<file path="config.mk">
export PLATFORM = sky130hd
export DESIGN_NAME = regfile_mp_flat
export DESIGN_NICKNAME = d
export VERILOG_FILES = /design/src/rtl/regfile_mp_if.sv /design/src/rtl/regfile_mp.sv /design/src/flat_wrapper.sv
export SDC_FILE = /design/constraint.sdc
export NUM_CORES = 2
export LEC_CHECK = 0
export BUFFER_PORTS_ARGS = -buffer_cell sky130_fd_sc_hd__buf_4
export CAP_MARGIN = 20
export CELL_PAD_IN_SITES_DETAIL_PLACEMENT = 1
export CELL_PAD_IN_SITES_GLOBAL_PLACEMENT = 2
export CORE_UTILIZATION = 46
export CTS_CLUSTER_DIAMETER = 200
export CTS_CLUSTER_SIZE = 16
export DETAILED_ROUTE_END_ITERATION = 8
export GPL_ROUTABILITY_DRIVEN = 0
export HOLD_SLACK_MARGIN = 0.1
export PLACE_DENSITY = 0.78
export SLEW_MARGIN = 5
export SYNTH_ARGS = -nofsm -noshare
export SYNTH_HDL_FRONTEND = slang
export SYNTH_SLANG_ARGS = --single-unit
</file>
<file path="constraint.sdc">
create_clock -name clk -period 2.4 [get_ports clk]
set_input_delay 0.12 -clock clk [delete_from_list [all_inputs] [get_ports clk]]
set_output_delay 0.12 -clock clk [all_outputs]
set_load 0.05 [all_outputs]
</file>
<file path="src/rtl/regfile_mp_if.sv">
// rtl/regfile_mp_if.sv - port bundle for the multi-port register file
interface regfile_mp_if #(
    parameter int DATA_W = 32,
    parameter int ADDR_W = 5,
    parameter int NUM_RD = 2
);
    logic [NUM_RD-1:0]        rd_en;
    logic [NUM_RD*ADDR_W-1:0] rd_addr;
    logic [NUM_RD*DATA_W-1:0] rd_data;
    logic [NUM_RD-1:0]        rd_busy;
    logic                     wb_en;
    logic [ADDR_W-1:0]        wb_addr;
    logic [DATA_W-1:0]        wb_data;
    logic                     link_en;
    logic [DATA_W-1:0]        link_data;
    logic                     claim_en;
    logic [ADDR_W-1:0]        claim_addr;
    logic [DATA_W-1:0]        tap_v0;
    logic [DATA_W-1:0]        tap_a0;
    logic [DATA_W-1:0]        tap_ra;
    logic [DATA_W-1:0]        tap_sp;

    modport master (
        output rd_en, rd_addr, wb_en, wb_addr, wb_data, link_en, link_data, claim_en, claim_addr,
        input  rd_data, rd_busy, tap_v0, tap_a0, tap_ra, tap_sp
    );

    modport slave (
        input  rd_en, rd_addr, wb_en, wb_addr, wb_data, link_en, link_data, claim_en, claim_addr,
        output rd_data, rd_busy, tap_v0, tap_a0, tap_ra, tap_sp
    );
endinterface

</file>
<file path="src/rtl/regfile_mp.sv">
// rtl/regfile_mp.sv - multi-port register file with busy scoreboard and taps; optional REGFILE_BYPASS_EN
module regfile_mp #(
    parameter int DATA_W   = 32,
    parameter int ADDR_W   = 5,
    parameter int NUM_RD   = 2,
    parameter int LINK_REG = 31,
    parameter int TAP_V0   = 2,
    parameter int TAP_A0   = 4,
    parameter int TAP_SP   = 29
) (
    input  logic        clk,
    input  logic        rst_n,
    regfile_mp_if.slave bus
);
    localparam int                NUM_REGS = 2 ** ADDR_W;
    localparam logic [ADDR_W-1:0] ZERO_A   = '0;
    localparam logic [ADDR_W-1:0] LINK_A   = ADDR_W'(LINK_REG);
    localparam logic [ADDR_W-1:0] V0_A     = ADDR_W'(TAP_V0);
    localparam logic [ADDR_W-1:0] A0_A     = ADDR_W'(TAP_A0);
    localparam logic [ADDR_W-1:0] SP_A     = ADDR_W'(TAP_SP);

    logic [DATA_W-1:0]        mem [NUM_REGS];
    logic [NUM_REGS-1:0]      busy_q;
    logic [NUM_REGS-1:0]      busy_d;
    logic                     link_we;
    logic                     wb_we;
    logic [NUM_RD*DATA_W-1:0] rd_data_q;
    logic [NUM_RD*DATA_W-1:0] rd_data_d;
    logic [NUM_RD-1:0]        rd_busy_q;
    logic [NUM_RD-1:0]        rd_busy_d;
    logic [ADDR_W-1:0]        ra;
    logic [DATA_W-1:0]        rv;

    // Qualify writes: r0 is never written and link beats wb on LINK_REG
    always_comb begin
        link_we = bus.link_en && (LINK_A != ZERO_A);
        wb_we   = bus.wb_en && (bus.wb_addr != ZERO_A) && !(link_we && (bus.wb_addr == LINK_A));
    end

    // Next scoreboard state: clears first, then a claim overrides on the same register
    always_comb begin
        busy_d = busy_q;
        if (bus.wb_en) begin
            busy_d[bus.wb_addr] = 1'b0;
        end
        if (bus.link_en) begin
            busy_d[LINK_A] = 1'b0;
        end
        if (bus.claim_en) begin
            busy_d[bus.claim_addr] = 1'b1;
        end
        busy_d[0] = 1'b0;
    end

    // Per-port read value; disabled ports keep their last sample
    always_comb begin
        rd_data_d = rd_data_q;
        rd_busy_d = rd_busy_q;
        ra        = '0;
        rv        = '0;
        for (int k = 0; k < NUM_RD; k++) begin
            if (bus.rd_en[k]) begin
                ra = bus.rd_addr[k*ADDR_W +: ADDR_W];
                rv = mem[ra];
`ifdef REGFILE_BYPASS_EN
                if (link_we && (ra == LINK_A)) begin
                    rv = bus.link_data;
                end else if (wb_we && (ra == bus.wb_addr)) begin
                    rv = bus.wb_data;
                end
`endif
                if (ra == ZERO_A) begin
                    rv = '0;
                end
                rd_data_d[k*DATA_W +: DATA_W] = rv;
                rd_busy_d[k]                  = busy_d[ra];
            end
        end
    end

    // Register array commit
    always_ff @(posedge clk or negedge rst_n) begin
        if (!rst_n) begin
            for (int i = 0; i < NUM_REGS; i++) begin
                mem[i] <= '0;
            end
        end else begin
            if (wb_we) begin
                mem[bus.wb_addr] <= bus.wb_data;
            end
            if (link_we) begin
                mem[LINK_A] <= bus.link_data;
            end
        end
    end

    // Scoreboard and read port registers
    always_ff @(posedge clk or negedge rst_n) begin
        if (!rst_n) begin
            busy_q    <= '0;
            rd_data_q <= '0;
            rd_busy_q <= '0;
        end else begin
            busy_q    <= busy_d;
            rd_data_q <= rd_data_d;
            rd_busy_q <= rd_busy_d;
        end
    end

    assign bus.rd_data = rd_data_q;
    assign bus.rd_busy = rd_busy_q;
    assign bus.tap_v0  = mem[V0_A];
    assign bus.tap_a0  = mem[A0_A];
    assign bus.tap_ra  = mem[LINK_A];
    assign bus.tap_sp  = mem[SP_A];
endmodule

</file>
<file path="src/flat_wrapper.sv">
// flat-port wrapper written by rule: the top's interface ports become plain ports
module regfile_mp_flat 
#(
    parameter int DATA_W   = 32,
    parameter int ADDR_W   = 5,
    parameter int NUM_RD   = 2,
    parameter int LINK_REG = 31,
    parameter int TAP_V0   = 2,
    parameter int TAP_A0   = 4,
    parameter int TAP_SP   = 29
)
  (clk, rst_n, bus_rd_en, bus_rd_addr, bus_wb_en, bus_wb_addr, bus_wb_data, bus_link_en, bus_link_data, bus_claim_en, bus_claim_addr, bus_rd_data, bus_rd_busy, bus_tap_v0, bus_tap_a0, bus_tap_ra, bus_tap_sp);
  regfile_mp_if #(.DATA_W(DATA_W), .ADDR_W(ADDR_W), .NUM_RD(NUM_RD)) bus_i ();
  input  logic clk;
  input  logic rst_n;
  input wire logic [$bits(bus_i.rd_en)-1:0] bus_rd_en;
  input wire logic [$bits(bus_i.rd_addr)-1:0] bus_rd_addr;
  input wire logic [$bits(bus_i.wb_en)-1:0] bus_wb_en;
  input wire logic [$bits(bus_i.wb_addr)-1:0] bus_wb_addr;
  input wire logic [$bits(bus_i.wb_data)-1:0] bus_wb_data;
  input wire logic [$bits(bus_i.link_en)-1:0] bus_link_en;
  input wire logic [$bits(bus_i.link_data)-1:0] bus_link_data;
  input wire logic [$bits(bus_i.claim_en)-1:0] bus_claim_en;
  input wire logic [$bits(bus_i.claim_addr)-1:0] bus_claim_addr;
  output wire logic [$bits(bus_i.rd_data)-1:0] bus_rd_data;
  output wire logic [$bits(bus_i.rd_busy)-1:0] bus_rd_busy;
  output wire logic [$bits(bus_i.tap_v0)-1:0] bus_tap_v0;
  output wire logic [$bits(bus_i.tap_a0)-1:0] bus_tap_a0;
  output wire logic [$bits(bus_i.tap_ra)-1:0] bus_tap_ra;
  output wire logic [$bits(bus_i.tap_sp)-1:0] bus_tap_sp;
  assign bus_i.rd_en = bus_rd_en;
  assign bus_i.rd_addr = bus_rd_addr;
  assign bus_i.wb_en = bus_wb_en;
  assign bus_i.wb_addr = bus_wb_addr;
  assign bus_i.wb_data = bus_wb_data;
  assign bus_i.link_en = bus_link_en;
  assign bus_i.link_data = bus_link_data;
  assign bus_i.claim_en = bus_claim_en;
  assign bus_i.claim_addr = bus_claim_addr;
  assign bus_rd_data = bus_i.rd_data;
  assign bus_rd_busy = bus_i.rd_busy;
  assign bus_tap_v0 = bus_i.tap_v0;
  assign bus_tap_a0 = bus_i.tap_a0;
  assign bus_tap_ra = bus_i.tap_ra;
  assign bus_tap_sp = bus_i.tap_sp;
  regfile_mp #(.DATA_W(DATA_W), .ADDR_W(ADDR_W), .NUM_RD(NUM_RD), .LINK_REG(LINK_REG), .TAP_V0(TAP_V0), .TAP_A0(TAP_A0), .TAP_SP(TAP_SP)) u_core (.clk(clk), .rst_n(rst_n), .bus(bus_i));
endmodule
</file>
==> out/results.ini <==
[run_status]
status=completed

[floorplanning]
core_sq_um=128000
die_w_microns=362
ios=285
die_area_sq_um=131000
rows=131
initial_core_util_pct=46.5
die_height_microns=362

[cells_and_area]
fin_util_pct=53.3
syn2layout_area_growth_pct=14.7
multi_input_area_sq_um=28700
nets=4310
drive_gt1_share_pct=53.4
ff_latch_area_sq_um=28100
fillerInstances=12000

[timing]
hold_viol_final=0
slew_viol_final=0
relSlewSlack_pct=37.3
finalSetupViolCount=0
setup_ws_ns=0.0197
period_needed_ns=2.38
worst_slew_pin_slew_ns=0.940
period_share_pct=99.2
hold_ws_ns=0.144
finClkSkew_ns=0.0313
clock.fmax_ghz=0.420

[critical_path]
crit_chain=dlygate4sd3_1 -> buf_4 -> nand2_1 -> nor2_4 -> buf_4 -> buf_4 -> mux2i_1 -> o21ai_0 -> dlygate4sd3_1
critPathMaxStageDelay_ns=0.67
cpMaxStageDelayCell=dlygate4sd3_1
crit_start=bus_wb_addr[2]
arrival_ns=2.91
r2r-start=u_core.bus.tap_ra[4]
critPathMaxFanout=12
cp.required_ns=2.93
cp_top_family=buffers and inverters
cp_num_buf_inv=5
worst-path-stages=9
endpoint=u_core.bus.tap_ra[30]
r2r_slack_ns=0.15
timing.rr.end=u_core.bus.rd_data[36]
worstSetupPathType=input pin to flop
r2r_cells=5
crit_top_cell=buf_4
end_kind=flop
start_kind=input pin

[synth]
synth_async_sr_flop_share_pct=100
synth_seq_cells=1121
synth_top_area_cell=dfrtp_1
yosys-top-cells-area=dfrtp_1, mux4_2, mux2_2
synthFlopType=dfrtp_1
synth.distinct_cells=56
postSynthAreaPerCell_sq_um=15.0
syn_area_sq_um=59500
ys_seq_area_share_pct=47.1
synth_cells=3975
synthesis.nets=4066
synth_edf_count=0
ys_warn_count=0
synth.top_cell.area_share_pct=47.1

[clocking]
cts_tree=yes
root_buffer=clkbuf_16
clockBufferDepth=3
clock-sinks=1121
cts_made_buffers=80
cts.clk_slew.worst_paths_ns=0.08
clk_latency_ns=0.68
htree_levels=3

[global_routing]
grt_max_degree=101
overflow=0
gr-usage-all-layers_pct=31.1
antenna_found_initial=8
grt_pass1_vias=41000
grt_first_pass_wirelength_microns=296000

[drt]
initialDrtViolationCount=3452
first_pass_iters=6
post-route-drc-count=0
via_per_inst=6.48
vias=38600
postRouteAntennaNets=0
wl_microns=200000
wl_per_cell_microns=33.5

[placement]
dpl.hpwl_microns=131000
numPortBuffers=284
pre_cts_slack_ns=-0.0200

[run]
drv_cap=0

[power]
ir_drop_mv=0.515
power.density_nw_per_um2=783
leakage_nw=29.8

[worst_hold_path]
hold_class=input pin to flop

==> worst register-to-register path, cell delays in order, from the launching register on <==
cell	delay, ns
dfrtp_1	0.42
mux4_2	0.51
mux4_2	0.56
nand2b_1	0.23
nand3_1	0.25
o21ai_0	0.14
==> where the power goes <==
part	internal (mW)	switching [mW]	total, mW
Sequential	22.4	3.05	25.5
Combinational	7.86	7.15	15.0
Clock	6.15	6.83	13.0
Total	36.4	17.0	53.5
==> layout make-up <==
cell class,count,share of cell area (%)
Antenna cell,2,0.00733
Tap cell,1729,3.17
Inverter,73,0.401
Clock buffer,84,3.05
Clock inverter,4,0.0623
Multi-Input combinational cell,2230,42.1
Timing Repair Buffer,713,10.2
Sequential cell,1121,41.1
==> through the flow <==
step / power [mW] / instances / cell area, sq um / setup TNS [ns]
after CTS: 53.6 / 5953 / 68300 / 0
after floorplan: 35.3 / 3975 / 59500 / 0
after global routing: 55.6 / 5954 / 68300 / -0.00135
final: 53.5 / 5956 / 68300 / 0
after detailed placement: 40.4 / 5736 / 64800 / -0.0200
after global placement: 39.8 / 5736 / 64800 / 0
==> worst min path at each step <==
stage | startpoint | end | slack, ns | depth (start not counted)
6_report | bus_rd_addr[4] | u_core.bus.rd_data[23] | 0.14 | 4
3_3_place_gp | rst_n | u_core.mem[856] | 0.09 | 1
2_1_floorplan | rst_n | u_core.bus.rd_busy[0] | -0.18 | 0
4_1_cts | bus_rd_addr[4] | u_core.bus.rd_data[22] | 0.10 | 5
3_5_place_dp | rst_n | u_core.bus.tap_a0[24] | 0.09 | 1
5_1_grt | bus_rd_addr[4] | u_core.bus.rd_data[22] | 0.14 | 5
==> placed cells by master, fill, tap and decap left out, drive strengths merged, types with 2 or more instances in the layout <==
master       count
dfrtp         1121
mux2           961
buf            585
mux4           582
mux2i          159
dlygate4sd3    128
o21ai          111
clkbuf          84
nand2           79
inv             77
nand3           72
nand2b          67
a22oi           63
nor2            26
nor2b           14
a21oi           11
a22o             9
o22ai            9
nand3b           4
and3b            4
nor3b            4
a221oi           4
and2             4
nand4b           3
nand4            3
and3             3
o2bb2ai          3
a32oi            3
or3              3
nor3             3
diode            2
o32ai            2
or3b             2
nor4bb           2
a211oi           2
==> Yosys cell counts (2+ instances only) <==
cell type  number
a211oi_1        2
a21oi_1        11
a221oi_1        4
a22o_1          9
a22oi_1        63
a32oi_1         3
and2_1          3
and3_1          3
and3b_1         4
buf_1          69
buf_2          64
buf_4         138
clkbuf_1      280
dfrtp_1      1121
inv_1          73
mux2_2        961
mux2i_1       159
mux4_2        582
nand2_1        78
nand2b_1       67
nand3_1        72
nand3b_1        4
nand4_1         3
nand4b_1        3
nor2_1         26
nor2b_1        14
nor3_1          2
nor3b_1         4
nor4bb_1        2
o21ai_0       111
o22ai_1         9
o2bb2ai_1       3
o32ai_1         2
or3_1           3
or3b_2          2
==> state kept, by name (all words and copies together), names as in the netlist <==
name and count:
u_core.bus.rd_busy 2, u_core.bus.rd_data 64, u_core.bus.tap_a0 32, u_core.bus.tap_ra 32, u_core.bus.tap_sp 32, u_core.bus.tap_v0 32, u_core.busy_q 31, u_core.mem 896
==> per-layer routing <==
layer  track usage (%)  wire [microns]
met1              46.1           88200
met2              46.9           91500
met3              5.92           14500
met4              8.62            5260
met5                 0              46
==> cells by family (layout without fill, tap and decap cells) <==
kind of cell / Yosys count / after routing / share of synthesized area, %
AOI/OAI and AO/OA: 230 / 230 / 2.44
other: 0 / 2 / 0
and+or+nand+nor: 298 / 298 / 2.64
muxes: 1702 / 1702 / 42.9
buffers and inverters: 624 / 874 / 4.94
DFF: 1121 / 1121 / 47.1
==> what timing repair did <==
item | 4_1_cts | 5_1_grt
gates resized for setup | 0 | 7
hold buffers | 129 | 0
endpoints found under the hold margin | 2075 | 0
setup endpoints to repair | 0 | 4
buffers inserted | 0 | 1
Note: power is estimated with default switching activity, not from simulation.
